## src/rtl/framer_pkg.sv

```systemverilog
// Shared types and helpers for the message framer: FSM states, header size,
// little-endian byte-swap helpers and the payload word count.
package framer_pkg;

  typedef enum logic [1:0] {IDLE, HDR0, HDR1, PAY} framer_state_t;

  localparam int HDR_BYTES = 8;
  localparam int PW_BITS   = 14;

  function automatic logic [15:0] le16(input logic [15:0] v);
    return {v[7:0], v[15:8]};
  endfunction

  function automatic logic [31:0] le32(input logic [31:0] v);
    return {v[7:0], v[15:8], v[23:16], v[31:24]};
  endfunction

  // ceil((len - HDR_BYTES) / 4); only called for lengths already known to be >= HDR_BYTES.
  function automatic logic [PW_BITS-1:0] payloadWords(input logic [15:0] len);
    logic [16:0] body;
    body = {1'b0, len} - 17'(HDR_BYTES) + 17'd3;
    return PW_BITS'(body >> 2);
  endfunction

endpackage

```

## src/rtl/framer_seq_table.sv

```systemverilog
// Per-stream 32-bit frame sequence counters with a combinational read port
// and a single increment strobe acting on the addressed entry.
module framer_seq_table #(
  parameter int NUM_STREAMS = 16,
  parameter int IDX_W       = (NUM_STREAMS > 1) ? $clog2(NUM_STREAMS) : 1
) (
  input  logic             clk,
  input  logic             reset_b,
  input  logic [IDX_W-1:0] rdIdx,
  input  logic             inc,
  output logic [31:0]      rdSeq
);

  logic [31:0] seqMem [NUM_STREAMS];

  // NOTE: this array must clear on reset (every stream restarts at sequence 0),
  // so it is built from flops rather than left to infer as an unreset RAM.
  always_ff @(posedge clk or negedge reset_b) begin
    if (!reset_b) begin
      for (int i = 0; i < NUM_STREAMS; i++) seqMem[i] <= '0;
    end else if (inc) begin
      seqMem[rdIdx] <= seqMem[rdIdx] + 32'd1;
    end
  end

  assign rdSeq = seqMem[rdIdx];

endmodule

```

## src/rtl/msg_framer.sv

```systemverilog
// Frames commanded messages for the sequence parser: header word, sequence
// word, then the payload stream passed straight through, last word flagged.
module msg_framer
  import framer_pkg::*;
#(
  parameter int NUM_STREAMS = 16,
  parameter int MAX_LEN     = 1024
) (
  input  logic        clk,
  input  logic        reset_b,
  input  logic [15:0] cmd_stream,
  input  logic [15:0] cmd_len,
  input  logic        cmd_val,
  output logic        cmd_ready,
  input  logic [31:0] pay_data,
  input  logic        pay_val,
  output logic        pay_ready,
  output logic [31:0] out_data,
  output logic        out_val,
  input  logic        out_ready,
  output logic        out_last,
  output logic        cmd_err
);

  localparam int          IdxW        = (NUM_STREAMS > 1) ? $clog2(NUM_STREAMS) : 1;
  localparam logic [15:0] StreamLimit = 16'(NUM_STREAMS);
  localparam logic [15:0] LenMin      = 16'(HDR_BYTES);
  localparam logic [15:0] LenMax      = 16'(MAX_LEN);

  framer_state_t      state, stateNext;
  logic [15:0]        streamReg, lenReg;
  logic [PW_BITS-1:0] wordsLeft;
  logic [31:0]        seqCur;
  logic               cmdXfer, cmdBad, cmdAccept, cmdReject, payXfer, seqInc;

  // Gated by reset_b so the port reads 0 while reset is held, 1 as soon as it lifts.
  assign cmd_ready = (state == IDLE) && reset_b;
  assign cmdXfer   = cmd_val && (state == IDLE);
  assign cmdBad    = (cmd_len < LenMin) || (cmd_len > LenMax) || (cmd_stream >= StreamLimit);
  assign cmdAccept = cmdXfer && !cmdBad;
  assign cmdReject = cmdXfer && cmdBad;
  assign payXfer   = (state == PAY) && pay_val && out_ready;
  assign seqInc    = out_val && out_ready && out_last;

  framer_seq_table #(.NUM_STREAMS(NUM_STREAMS), .IDX_W(IdxW)) u_seq_table (
    .clk    (clk),
    .reset_b(reset_b),
    .rdIdx  (streamReg[IdxW-1:0]),
    .inc    (seqInc),
    .rdSeq  (seqCur)
  );

  // NOTE: clocked state uses non-blocking assignments so every flop samples
  // pre-edge values regardless of statement order.
  always_ff @(posedge clk or negedge reset_b) begin
    if (!reset_b) begin
      state     <= IDLE;
      streamReg <= '0;
      lenReg    <= '0;
      wordsLeft <= '0;
      cmd_err   <= 1'b0;
    end else begin
      state   <= stateNext;
      cmd_err <= cmdReject;
      if (cmdAccept) begin
        streamReg <= cmd_stream;
        lenReg    <= cmd_len;
        wordsLeft <= payloadWords(cmd_len);
      end else if (payXfer) begin
        wordsLeft <= wordsLeft - PW_BITS'(1);
      end
    end
  end

  // NOTE: every output of this block gets a default first, so no path through
  // the case statement can leave one unassigned and infer a latch.
  always_comb begin
    stateNext = state;
    out_val   = 1'b0;
    out_last  = 1'b0;
    out_data  = '0;
    pay_ready = 1'b0;
    unique case (state)
      IDLE: begin
        if (cmdAccept) stateNext = HDR0;
      end
      HDR0: begin
        out_val  = 1'b1;
        out_data = {le16(lenReg), le16(streamReg)};
        if (out_ready) stateNext = HDR1;
      end
      HDR1: begin
        out_val  = 1'b1;
        out_data = le32(seqCur);
        out_last = (wordsLeft == '0);
        if (out_ready) stateNext = out_last ? IDLE : PAY;
      end
      PAY: begin
        out_val   = pay_val;
        pay_ready = out_ready;
        out_data  = pay_data;
        out_last  = (wordsLeft == PW_BITS'(1));
        if (pay_val && out_ready && out_last) stateNext = IDLE;
      end
      default: stateNext = IDLE;
    endcase
  end

endmodule

```

## config.mk

```make
export PLATFORM = sky130hd
export DESIGN_NAME = msg_framer
export DESIGN_NICKNAME = d
export VERILOG_FILES = /design/src/rtl/framer_pkg.sv /design/src/rtl/framer_seq_table.sv /design/src/rtl/msg_framer.sv
export SDC_FILE = /design/constraint.sdc
export NUM_CORES = 1
export LEC_CHECK = 0
export CAP_MARGIN = 0
export CORE_MARGIN = 2
export CORE_UTILIZATION = 50
export CTS_BUF_LIST = sky130_fd_sc_hd__clkbuf_2
export DETAILED_ROUTE_END_ITERATION = 10
export MAX_ROUTING_LAYER = met4
export PLACE_DENSITY_LB_ADDON = 0.05
export SKIP_LAST_GASP = 1
export SLEW_MARGIN = 10
export SYNTH_ARGS = -nofsm -noshare
export SYNTH_HDL_FRONTEND = slang
export SYNTH_SLANG_ARGS = --single-unit
```

## constraint.sdc

```tcl
create_clock -name clk -period 5.24 [get_ports clk]
set_clock_uncertainty 0.05 [all_clocks]
set_input_delay 1.048 -clock clk [delete_from_list [all_inputs] [get_ports clk]]
set_output_delay 1.048 -clock clk [all_outputs]
set_load 0.05 [all_outputs]
```

# Word-level counts from Yosys, hierarchy flattened
# Cells that the tools add are included.
[classes] add_sub_neg=4 magnitude_cmp=5 n_eq_ne=8 n_mux=18 bitwise_logic=1 n_reduce_logical=19
[op_table] cell="bitwise mux 512 bit" count=1
[op_table] cell="binary-select mux 32 bit (select 4 bit)" count=1
[op_table] cell="demux 32 bit (select 4 bit)" count=1
[op_table] cell="two-way mux 32 bit" count=3
[op_table] cell="case mux 32 bit (3 select lines)" count=1
[op_table] cell="adder 32 x 1 -> 32 bit (second input constant)" count=1
[op_table] cell="two-way mux 14 bit" count=2
[op_table] cell="adder 16 x 2 -> 16 bit (second input constant)" count=1
[op_table] cell=">= comparator 16 x 5 -> 1 bit (second input constant)" count=1
[op_table] cell="greater-than comparator 16 x 11 -> 1 bit (second input constant)" count=1
[op_table] cell="< comparator 16 x 4 -> 1 bit (second input constant)" count=1
[op_table] cell="subtractor 16 x 4 -> 16 bit (second input constant)" count=1
[op_table] cell="equality test 14 x 1 -> 1 bit (second input constant)" count=1
[op_table] cell="logical NOT 14 bit" count=1
[op_table] cell="subtractor 14 x 1 -> 14 bit (second input constant)" count=1
[op_table] cell="logical AND 1 bit" count=11
[op_table] cell="two-way mux 2 bit" count=5
[op_table] cell="case mux 2 bit (4 select lines)" count=1
[op_table] cell="!= test 2 bit (second input constant)" count=3
[op_table] cell=">= comparator 5 bit (second input constant)" count=1
[op_table] cell="< comparator 5 x 1 -> 1 bit (second input constant)" count=1
[op_table] cell="NOT 4 -> 5 bit" count=1
[op_table] cell="equality test 2 bit (second input constant)" count=2
[op_table] cell="case mux 1 bit (2 select lines)" count=2
[op_table] cell="other kinds (9)" count=10
[totals] register_bits=561 in_bits=69

# Logic depth before layout (Yosys ltp)
# Gate-level depths: netlist of run 1.
[logic_depth] word_depth=7 mapped_depth=16

# Cells and area by module
# Synthesis of run 1 repeated with hierarchy kept, for this count alone.
[unflattened] cells_unflattened=2320 area_unflattened_um2=25734.7
[modules_own_cells] mod="framer_seq_table" n_inst=1 cells_each=2035 area_each_um2=22868.2
[modules_own_cells] mod="msg_framer" n_inst=1 cells_each=285 area_each_um2=2866.5

# Worst setup path after synthesis of run 1
# OpenSTA, ideal clock, no wires.
[synth_timing] kind="register to output" from="register streamReg[0]" to="output port out_data[7]" t_arrival_ns=3.051 slack_ns=1.091 stages_incl_launch_ff=11 n_path_buf=6 path_cell_list="dfrtp_1 buf_6 buf_6 buf_6 buf_6 buf_4 buf_1 mux4_2 mux4_2 a222oi_1 nor2_1"
[synth_between] elab_chain_len=5
[synth_rtl] item="from (decl)" line="msg_framer.sv:31" rtl="logic [15:0] streamReg, lenReg;"
[synth_rtl] item="from (signal assigned)" line="msg_framer.sv:66" rtl="streamReg <= cmd_stream;"
[synth_rtl] item="NOT 4 -> 5 bit (not written as such)" line="framer_seq_table.sv:26" rtl="assign rdSeq = seqMem[rdIdx];"
[synth_rtl] item="binary-select mux 32 bit (select 4 bit)" line="framer_seq_table.sv:26"
[synth_rtl] item="two-way mux 32 bit (not written as such) (2 in series)" line="framer_seq_table.sv:26"
[synth_rtl] item="case mux 32 bit (3 select lines)" line="msg_framer.sv:83" rtl="unique case (state)"
[synth_rtl] item="to (decl)" line="msg_framer.sv:18" rtl="output logic [31:0] out_data,"
# No other way between the ends. The select of a mux whose other input is x is not followed.

# Worst setup path in the final report of run 1
[layout_timing] from="register streamReg[0]" to="output port out_data[20]"
# Same word-level chain as after synthesis.

==> flow_results.xml, run 1 <==
<?xml version="1.0" encoding="UTF-8"?>
<metrics>
  <group name="status">
    <metric name="outcome" unit="">finished clean</metric>
  </group>
  <group name="synth">
    <metric name="synth_edf_count" unit="">0</metric>
    <metric name="syn-num-nets" unit="">2405</metric>
    <metric name="yosysWarningCount" unit="">0</metric>
    <metric name="syn_avg_cell_area" unit="um2">11.0</metric>
    <metric name="syn-instance-count" unit="">2327</metric>
    <metric name="seq_area_frac_synth" unit="%">55.0</metric>
    <metric name="synthFlopType" unit="">sky130_fd_sc_hd__dfrtp_1</metric>
    <metric name="synth-async-reset-ratio" unit="%">100</metric>
    <metric name="synth-seq-cells" unit="">561</metric>
    <metric name="syn_area" unit="um2">25500</metric>
    <metric name="synth_cell_types" unit="">59</metric>
  </group>
  <group name="die">
    <metric name="initial_utilization" unit="%">50.8</metric>
    <metric name="fp.dieArea" unit="um2">52900</metric>
    <metric name="core_area" unit="um2">50300</metric>
    <metric name="chipHeight" unit="um">230</metric>
    <metric name="io_pins" unit="">106</metric>
    <metric name="chipWidth" unit="um">230</metric>
    <metric name="num_rows" unit="">82</metric>
  </group>
  <group name="setup_path">
    <metric name="critical_path.cell_chain" unit="">buf_12 -&gt; buf_8 -&gt; buf_8 -&gt; mux4_2 -&gt; a22oi_2 -&gt; nand2_2 -&gt; a222oi_1 -&gt; nor2_1 -&gt; buf_4</metric>
    <metric name="timing.critical_path.max_delay_family" unit="">buffers and inverters</metric>
    <metric name="worst-endpoint-required" unit="ns">4.14</metric>
    <metric name="worst-path-max-fanout" unit="">12</metric>
    <metric name="startpoint_type" unit="">register</metric>
    <metric name="cp_class" unit="">reg -&gt; out</metric>
    <metric name="crit_slowest_cell" unit="">sky130_fd_sc_hd__mux4_2</metric>
    <metric name="worst_path_most_repeated_cell" unit="">sky130_fd_sc_hd__buf_8</metric>
    <metric name="worst_setup_path_end_kind" unit="">output port</metric>
    <metric name="timing.critical_path.arrival" unit="ns">4.13</metric>
    <metric name="worstPathBufferInverterCount" unit="">4</metric>
    <metric name="critical_path.max_stage_delay" unit="ns">0.53</metric>
  </group>
  <group name="min_path">
    <metric name="holdCritPathClass" unit="">in -&gt; async</metric>
  </group>
  <group name="power_and_ir_drop">
    <metric name="power.density" unit="nW/um2">298</metric>
    <metric name="vdd_drop_max" unit="V">0.000170</metric>
    <metric name="p_leak" unit="nW">13.1</metric>
  </group>
  <group name="placement">
    <metric name="port_buffers" unit="">105</metric>
    <metric name="dpl_worst_slack" unit="ns">0.680</metric>
    <metric name="hpwl_after_detailed_placement" unit="mm">46.7</metric>
    <metric name="place_area" unit="um2">27400</metric>
    <metric name="gp_congestion" unit="">0.825</metric>
  </group>
  <group name="cells_and_area">
    <metric name="layout_common_cells" unit="">sky130_fd_sc_hd__dfrtp_1 (558), sky130_fd_sc_hd__nor2_1 (316), sky130_fd_sc_hd__nand2_1 (282)</metric>
    <metric name="fin_nets" unit="">2599</metric>
    <metric name="finish.instance_area" unit="um2">29100</metric>
    <metric name="utilization" unit="%">57.9</metric>
    <metric name="layout_commonest_cell" unit="">sky130_fd_sc_hd__dfrtp_1</metric>
    <metric name="fill_cells" unit="">4371</metric>
    <metric name="area.growth.synth_to_final" unit="%">14.1</metric>
    <metric name="layout-drive-gt1-share" unit="%">23.4</metric>
  </group>
  <group name="route">
    <metric name="viasPerCell" unit="">5.90</metric>
    <metric name="num_vias" unit="">19404</metric>
    <metric name="count_of_tritonroute_iterations_in_the_first_routing_pass" unit="">8</metric>
    <metric name="route.final.wire_length" unit="mm">77.1</metric>
    <metric name="detail_route.wl_per_cell" unit="um">23.4</metric>
    <metric name="ant_nets" unit="">0</metric>
    <metric name="drtIter0Drc" unit="">1847</metric>
    <metric name="drc_errors" unit="">0</metric>
  </group>
  <group name="cts">
    <metric name="cts_tree" unit="">yes</metric>
    <metric name="cts_inserted_buffers" unit="">147</metric>
    <metric name="ctsRootBufferMaster" unit="">sky130_fd_sc_hd__clkbuf_2</metric>
    <metric name="clock-sinks" unit="">561</metric>
    <metric name="clock_tree.buffer_depth" unit="">3</metric>
    <metric name="h_tree_levels" unit="">4</metric>
    <metric name="clock_insertion_delay_worst_skew" unit="ns">1.36</metric>
    <metric name="clk_pin_slew" unit="ns">0.10</metric>
  </group>
  <group name="sta">
    <metric name="max_freq" unit="MHz">191</metric>
    <metric name="setup_violations" unit="">0</metric>
    <metric name="finalHoldViolCount" unit="">0</metric>
    <metric name="timing.final.crit_share" unit="%">99.8</metric>
    <metric name="fin_crit" unit="ns">5.23</metric>
    <metric name="tightestPinTransition" unit="ns">1.24</metric>
    <metric name="final_worst_setup_slack" unit="ns">0.0112</metric>
    <metric name="grt_setup_unrepaired" unit="">true</metric>
    <metric name="slew_violations" unit="">0</metric>
    <metric name="worst_slew_margin_rel" unit="%">16.6</metric>
  </group>
  <group name="grt">
    <metric name="grt_max_degree" unit="">186</metric>
    <metric name="grt_pass1_wl" unit="mm">119</metric>
    <metric name="grt_pass1_vias" unit="">19670</metric>
    <metric name="total_routing_resource_utilization_after_global_routing" unit="%">31.0</metric>
    <metric name="gr-total-overflow" unit="">0</metric>
    <metric name="grt_antenna_before_repair" unit="">4</metric>
  </group>
  <group name="flow_run">
    <metric name="cap_viol_max_count" unit="">0</metric>
  </group>
</metrics>
## logic make-up after synthesis
group	synth area share (%)
simple gates	12.6
compound gates	12.9
flops	55.0
buf+inv	4.04
mux	13.4
xor+xnor	1.65
fa+ha+maj	0.441
## final cells by class
cell class	count	area, um2	area share, %
clock inverter	32	263	0.902
timing repair buffer	247	2290	7.87
multi-input combinational	1554	10600	36.3
tap	672	841	2.89
antenna	4	10.0	0.0344
sequential	561	14000	48.2
clock buffer	210	1050	3.61
inverter	10	41.3	0.142
## layer usage
| layer | wire [um] | global-route usage, % | up-vias |
|---|---|---|---|
| li1 | - | - | 8718 |
| met2 | 36300 | 46.5 | 741 |
| met5 | 0 | - | - |
| met3 | 5510 | 6.70 | 169 |
| met1 | 33000 | 41.8 | 9776 |
| met4 | 2180 | 11.7 | 0 |
## timing repair
item,CTS,global route
hold endpoints to repair,30,0
pin swaps,8,4
hold buffers,2,0
endpoints found under the setup margin,32,11
buffers inserted,22,4
cloned,0,0
gates resized for setup,77,18
## synth_stat cells (2+ instances only)
master / count / share of area [%]
sky130_fd_sc_hd__clkbuf_1: 116 / 1.7
sky130_fd_sc_hd__mux2i_1: 2 / 0.078
sky130_fd_sc_hd__a22oi_1: 40 / 1.2
sky130_fd_sc_hd__or4_4: 3 / 0.13
sky130_fd_sc_hd__and2_1: 5 / 0.12
sky130_fd_sc_hd__nor4b_1: 2 / 0.069
sky130_fd_sc_hd__o31ai_1: 2 / 0.059
sky130_fd_sc_hd__nand3_1: 12 / 0.24
sky130_fd_sc_hd__a21oi_1: 256 / 5.0
sky130_fd_sc_hd__xor2_1: 21 / 0.72
sky130_fd_sc_hd__nor4_1: 9 / 0.22
sky130_fd_sc_hd__a222oi_1: 32 / 1.3
sky130_fd_sc_hd__nand2_1: 295 / 4.3
sky130_fd_sc_hd__o21a_1: 2 / 0.059
sky130_fd_sc_hd__and3_1: 5 / 0.12
sky130_fd_sc_hd__nand4_1: 21 / 0.51
sky130_fd_sc_hd__buf_6: 14 / 0.62
sky130_fd_sc_hd__nor4_4: 6 / 0.50
sky130_fd_sc_hd__or3_1: 2 / 0.049
sky130_fd_sc_hd__and4_1: 2 / 0.069
sky130_fd_sc_hd__buf_1: 6 / 0.088
sky130_fd_sc_hd__or4_1: 4 / 0.12
sky130_fd_sc_hd__mux2_2: 28 / 1.2
sky130_fd_sc_hd__inv_1: 9 / 0.13
sky130_fd_sc_hd__a22o_1: 3 / 0.10
sky130_fd_sc_hd__nor4_2: 2 / 0.098
sky130_fd_sc_hd__nor3_1: 13 / 0.25
sky130_fd_sc_hd__dfrtp_1: 561 / 55
sky130_fd_sc_hd__o21ai_1: 104 / 2.0
sky130_fd_sc_hd__ha_1: 9 / 0.44
sky130_fd_sc_hd__o21ai_0: 151 / 3.0
sky130_fd_sc_hd__nor2b_1: 20 / 0.49
sky130_fd_sc_hd__mux4_2: 135 / 12
sky130_fd_sc_hd__xnor2_1: 27 / 0.93
sky130_fd_sc_hd__nand2b_1: 5 / 0.12
sky130_fd_sc_hd__buf_4: 7 / 0.21
sky130_fd_sc_hd__buf_8: 3 / 0.18
sky130_fd_sc_hd__nor2_1: 317 / 4.7
sky130_fd_sc_hd__buf_2: 56 / 1.1
## worst paths after layout
check                                               startpoint                             endpoint  slack [ns]  depth (start not counted)
setup / recovery                      streamReg[0]$_DFFE_PN0N_                         out_data[20]        0.01                          9
hold / removal                                         reset_b             wordsLeft[9]$_DFFE_PN0P_        0.13                          2
setup reg to reg                      wordsLeft[2]$_DFFE_PN0P_  u_seq_table.seqMem[492]$_DFFE_PN0P_        1.07                          9
hold reg to reg            u_seq_table.seqMem[399]$_DFFE_PN0P_  u_seq_table.seqMem[399]$_DFFE_PN0P_        0.43                          2
max in group asynchronous                              reset_b  u_seq_table.seqMem[387]$_DFFE_PN0P_        2.76                          4
min in group clk                                 cmd_stream[2]             streamReg[2]$_DFFE_PN0N_        0.22                          3
## power breakdown
group          switching (mW)  internal (mW)  leakage (nW)  total (mW)
logic                   0.760          0.347          4.27        1.11
clock network            1.82           1.31          1.01        3.13
registers              0.0666           4.39          7.81        4.45
## through the flow
step	setup TNS (ns)	hold slack, ns	total power [mW]	instances
after detailed placement	0	0.416	5.65	3017
after global routing	-0.0687	0.0874	9.09	3290
final	0	0.131	8.69	3290
after global placement	0	0.406	5.63	3017
after floorplan	0	0.395	5.21	2327
after CTS	-0.278	0.00961	8.78	3283
## state kept, by name (all words and copies together), names as in the netlist
signal / count
u_seq_table.seqMem: 512
cmd_err: 1
lenReg: 16
state: 2
wordsLeft: 14
streamReg: 16
## worst reg2reg max path: stages (launching register included)
cell	delay, ns
sky130_fd_sc_hd__dfrtp_1	0.45
sky130_fd_sc_hd__or4_4	0.58
sky130_fd_sc_hd__or4_4	0.48
sky130_fd_sc_hd__nor4b_4	0.37
sky130_fd_sc_hd__nand4_4	0.35
sky130_fd_sc_hd__nor3_2	0.43
sky130_fd_sc_hd__nand2_2	0.62
sky130_fd_sc_hd__buf_4	0.50
sky130_fd_sc_hd__nand2_1	0.12
sky130_fd_sc_hd__o21ai_0	0.07
(Power assumes the default switching activity.)
==> inputs of run 2 (changes only) <==
- CORE_ASPECT_RATIO: not set -> 0.5
- CORE_MARGIN: 2 -> 5
- TNS_END_PERCENT: not set -> 10
==> run 2 against run 1 <==
The run now ends with setup timing left. Sequential share of layout area grew 0.34 points. Critical path depth is 1 lower. Clock power is essentially flat. Total power decreased by 0.16%. Routed wire length decreased by 0.72%. Core utilization is 0.51 points lower. Die area increased by 5.8%. Sequential power is essentially flat.
==> flow_results.xml, run 2 (same netlist as run 1, synthesis figures left out) <==
<?xml version="1.0" encoding="UTF-8"?>
<metrics>
  <group name="status">
    <metric name="outcome" unit="">finished, violations left</metric>
    <metric name="failed_checks" unit="">setup timing</metric>
  </group>
  <group name="power_and_ir_drop">
    <metric name="design_power_total" unit="mW">8.67</metric>
    <metric name="p_leak" unit="nW">12.9</metric>
    <metric name="vdd_drop_max" unit="V">0.000198</metric>
    <metric name="power.density" unit="nW/um2">300</metric>
  </group>
  <group name="sta">
    <metric name="worst_slew_margin_rel" unit="%">13.0</metric>
    <metric name="slew_violations" unit="">0</metric>
    <metric name="timing.setup.tns" unit="ns">-0.268</metric>
    <metric name="holdWs" unit="ns">0.357</metric>
    <metric name="tightestPinTransition" unit="ns">1.30</metric>
    <metric name="timing.final.crit_share" unit="%">102</metric>
    <metric name="finalHoldViolCount" unit="">0</metric>
    <metric name="grt_setup_unrepaired" unit="">true</metric>
    <metric name="fin_crit" unit="ns">5.32</metric>
    <metric name="setup_violations" unit="">8</metric>
    <metric name="final_worst_setup_slack" unit="ns">-0.0798</metric>
    <metric name="max_freq" unit="MHz">188</metric>
  </group>
  <group name="die">
    <metric name="fp.dieArea" unit="um2">56000</metric>
    <metric name="num_rows" unit="">58</metric>
    <metric name="initial_utilization" unit="%">50.7</metric>
    <metric name="chipHeight" unit="um">170</metric>
    <metric name="core_area" unit="um2">50400</metric>
    <metric name="io_pins" unit="">106</metric>
    <metric name="chipWidth" unit="um">330</metric>
  </group>
  <group name="setup_path">
    <metric name="cp_class" unit="">reg -&gt; out</metric>
    <metric name="worst-path-max-fanout" unit="">7</metric>
    <metric name="worstPathBufferInverterCount" unit="">3</metric>
    <metric name="startpoint_type" unit="">register</metric>
    <metric name="worst_setup_path_end_kind" unit="">output port</metric>
    <metric name="rrSetupSlack" unit="ns">0.99</metric>
    <metric name="crit_slowest_cell" unit="">sky130_fd_sc_hd__clkdlybuf4s50_1</metric>
    <metric name="r2r-start" unit="">wordsLeft[2]$_DFFE_PN0P_</metric>
    <metric name="worst-endpoint-required" unit="ns">4.14</metric>
    <metric name="crit-reg2reg-capture" unit="">u_seq_table.seqMem[442]$_DFFE_PN0P_</metric>
    <metric name="worst_path_most_repeated_cell" unit="">sky130_fd_sc_hd__buf_4</metric>
    <metric name="timing.critical_path.max_delay_family" unit="">buffers and inverters</metric>
    <metric name="critical_path.cell_chain" unit="">buf_4 -&gt; buf_4 -&gt; mux4_2 -&gt; a22oi_1 -&gt; nand2_1 -&gt; a222oi_1 -&gt; nor2_1 -&gt; clkdlybuf4s50_1</metric>
    <metric name="r2r_cells" unit="">9</metric>
    <metric name="timing.critical_path.arrival" unit="ns">4.22</metric>
    <metric name="critical_path.max_stage_delay" unit="ns">0.71</metric>
  </group>
  <group name="cts">
    <metric name="clock-sinks" unit="">561</metric>
    <metric name="clock_insertion_delay_worst_skew" unit="ns">1.14</metric>
    <metric name="clk_pin_slew" unit="ns">0.12</metric>
    <metric name="cts_tree" unit="">yes</metric>
    <metric name="ctsRootBufferMaster" unit="">sky130_fd_sc_hd__clkbuf_2</metric>
    <metric name="clock_tree.buffer_depth" unit="">3</metric>
    <metric name="h_tree_levels" unit="">4</metric>
    <metric name="cts_inserted_buffers" unit="">133</metric>
  </group>
  <group name="cells_and_area">
    <metric name="layout_common_cells" unit="">sky130_fd_sc_hd__dfrtp_1 (557), sky130_fd_sc_hd__nor2_1 (316), sky130_fd_sc_hd__nand2_1 (293)</metric>
    <metric name="layout_commonest_cell" unit="">sky130_fd_sc_hd__dfrtp_1</metric>
    <metric name="post_route_insts_no_fill" unit="">3274</metric>
    <metric name="fill_cells" unit="">4457</metric>
    <metric name="area.growth.synth_to_final" unit="%">13.3</metric>
    <metric name="layout-drive-gt1-share" unit="%">20.6</metric>
    <metric name="largest_reg_flops" unit="">512</metric>
    <metric name="fin_nets" unit="">2563</metric>
    <metric name="registers.top_by_ff_count" unit="">u_seq_table.seqMem</metric>
    <metric name="reg.largest.list" unit="">u_seq_table.seqMem (512), lenReg (16), streamReg (16)</metric>
  </group>
  <group name="placement">
    <metric name="hpwl_after_detailed_placement" unit="mm">46.1</metric>
    <metric name="port_buffers" unit="">105</metric>
    <metric name="gp_congestion" unit="">0.816</metric>
    <metric name="placed_cells_incl_taps" unit="">3032</metric>
  </group>
  <group name="grt">
    <metric name="grt_pass1_wl" unit="mm">118</metric>
    <metric name="grt_pass1_vias" unit="">19119</metric>
    <metric name="grt_max_degree" unit="">176</metric>
    <metric name="grt_antenna_before_repair" unit="">1</metric>
    <metric name="total_routing_resource_utilization_after_global_routing" unit="%">28.7</metric>
    <metric name="gr-total-overflow" unit="">0</metric>
  </group>
  <group name="flow_run">
    <metric name="cap_viol_max_count" unit="">0</metric>
  </group>
  <group name="route">
    <metric name="route.final.wire_length" unit="mm">76.5</metric>
    <metric name="detail_route.wl_per_cell" unit="um">23.4</metric>
    <metric name="drc_errors" unit="">0</metric>
    <metric name="count_of_tritonroute_iterations_in_the_first_routing_pass" unit="">9</metric>
    <metric name="ant_nets" unit="">0</metric>
    <metric name="num_vias" unit="">19034</metric>
    <metric name="drtIter0Drc" unit="">2106</metric>
    <metric name="viasPerCell" unit="">5.81</metric>
  </group>
  <group name="min_path">
    <metric name="holdCritPathClass" unit="">in -&gt; async</metric>
  </group>
</metrics>
[run 2: cell count changes in the layout (fill, tap and decap cells not counted), moves of 11 or more]
cell / previous run / this run
sky130_fd_sc_hd__buf_4: 133 / 104
sky130_fd_sc_hd__clkdlybuf4s50_1: 71 / 96
sky130_fd_sc_hd__clkbuf_2: 213 / 196
sky130_fd_sc_hd__nand2_1: 282 / 293
sky130_fd_sc_hd__nand2_2: 13 / 2
[run 2: how the worst max path moves through the flow]
stage,slack (ns),cells past startpoint,endpoint,startpoint
2_1_floorplan,1.09,10,out_data[7],streamReg[0]$_DFFE_PN0N_
3_3_place_gp,0.78,7,out_data[2],streamReg[0]$_DFFE_PN0N_
3_5_place_dp,0.76,7,out_data[17],streamReg[0]$_DFFE_PN0N_
4_1_cts,-0.29,7,out_data[28],streamReg[3]$_DFFE_PN0N_
5_1_grt,-0.30,8,out_data[28],streamReg[0]$_DFFE_PN0N_
6_report,-0.08,8,out_data[28],streamReg[0]$_DFFE_PN0N_
[run 2: layer usage]
metal / global-route usage (%) / vias up / part of all wire [%]
li1: - / 8642 / -
met1: 41.3 / 9599 / 46
met2: 40.7 / 687 / 44
met3: 8.32 / 106 / 8.7
met4: 6.82 / 0 / 1.8
met5: - / - / 0
[run 2: cell type report]
cell class / count / area, um2 / area share [%]
Inverter: 10 / 37.5 / 0.130
Sequential cell: 561 / 14000 / 48.6
Antenna cell: 1 / 2.50 / 0.00865
Clock inverter: 37 / 315 / 1.09
Timing Repair Buffer: 225 / 2160 / 7.47
Tap cell: 690 / 863 / 2.99
Multi-Input combinational cell: 1554 / 10500 / 36.3
Clock buffer: 196 / 981 / 3.39
[run 2: what timing repair did]
| item | CTS | global route |
|---|---|---|
| setup endpoints to repair | 31 | 30 |
| hold buffers | 1 | 0 |
| resized for setup | 4 | 4 |
| pin swaps | 0 | 0 |
| buffers inserted | 6 | 1 |
| hold endpoints to repair | 38 | 0 |
[run 2: power by group]
group / internal, mW / switching [mW]
sequential: 4.39 / 0.0619
combinational: 0.354 / 0.752
clock: 1.29 / 1.83
total: 6.03 / 2.64
[run 2: stage by stage]
stage	setup slack (ns)	cell area [um2]	utilization, %
2_1_floorplan	1.09	25500	-
3_3_place_gp	0.775	27500	54.6
3_5_place_dp	0.757	27500	54.6
4_1_cts	-0.289	28900	57.3
5_1_grt	-0.303	28900	57.4
6_report	-0.0798	28900	57.4
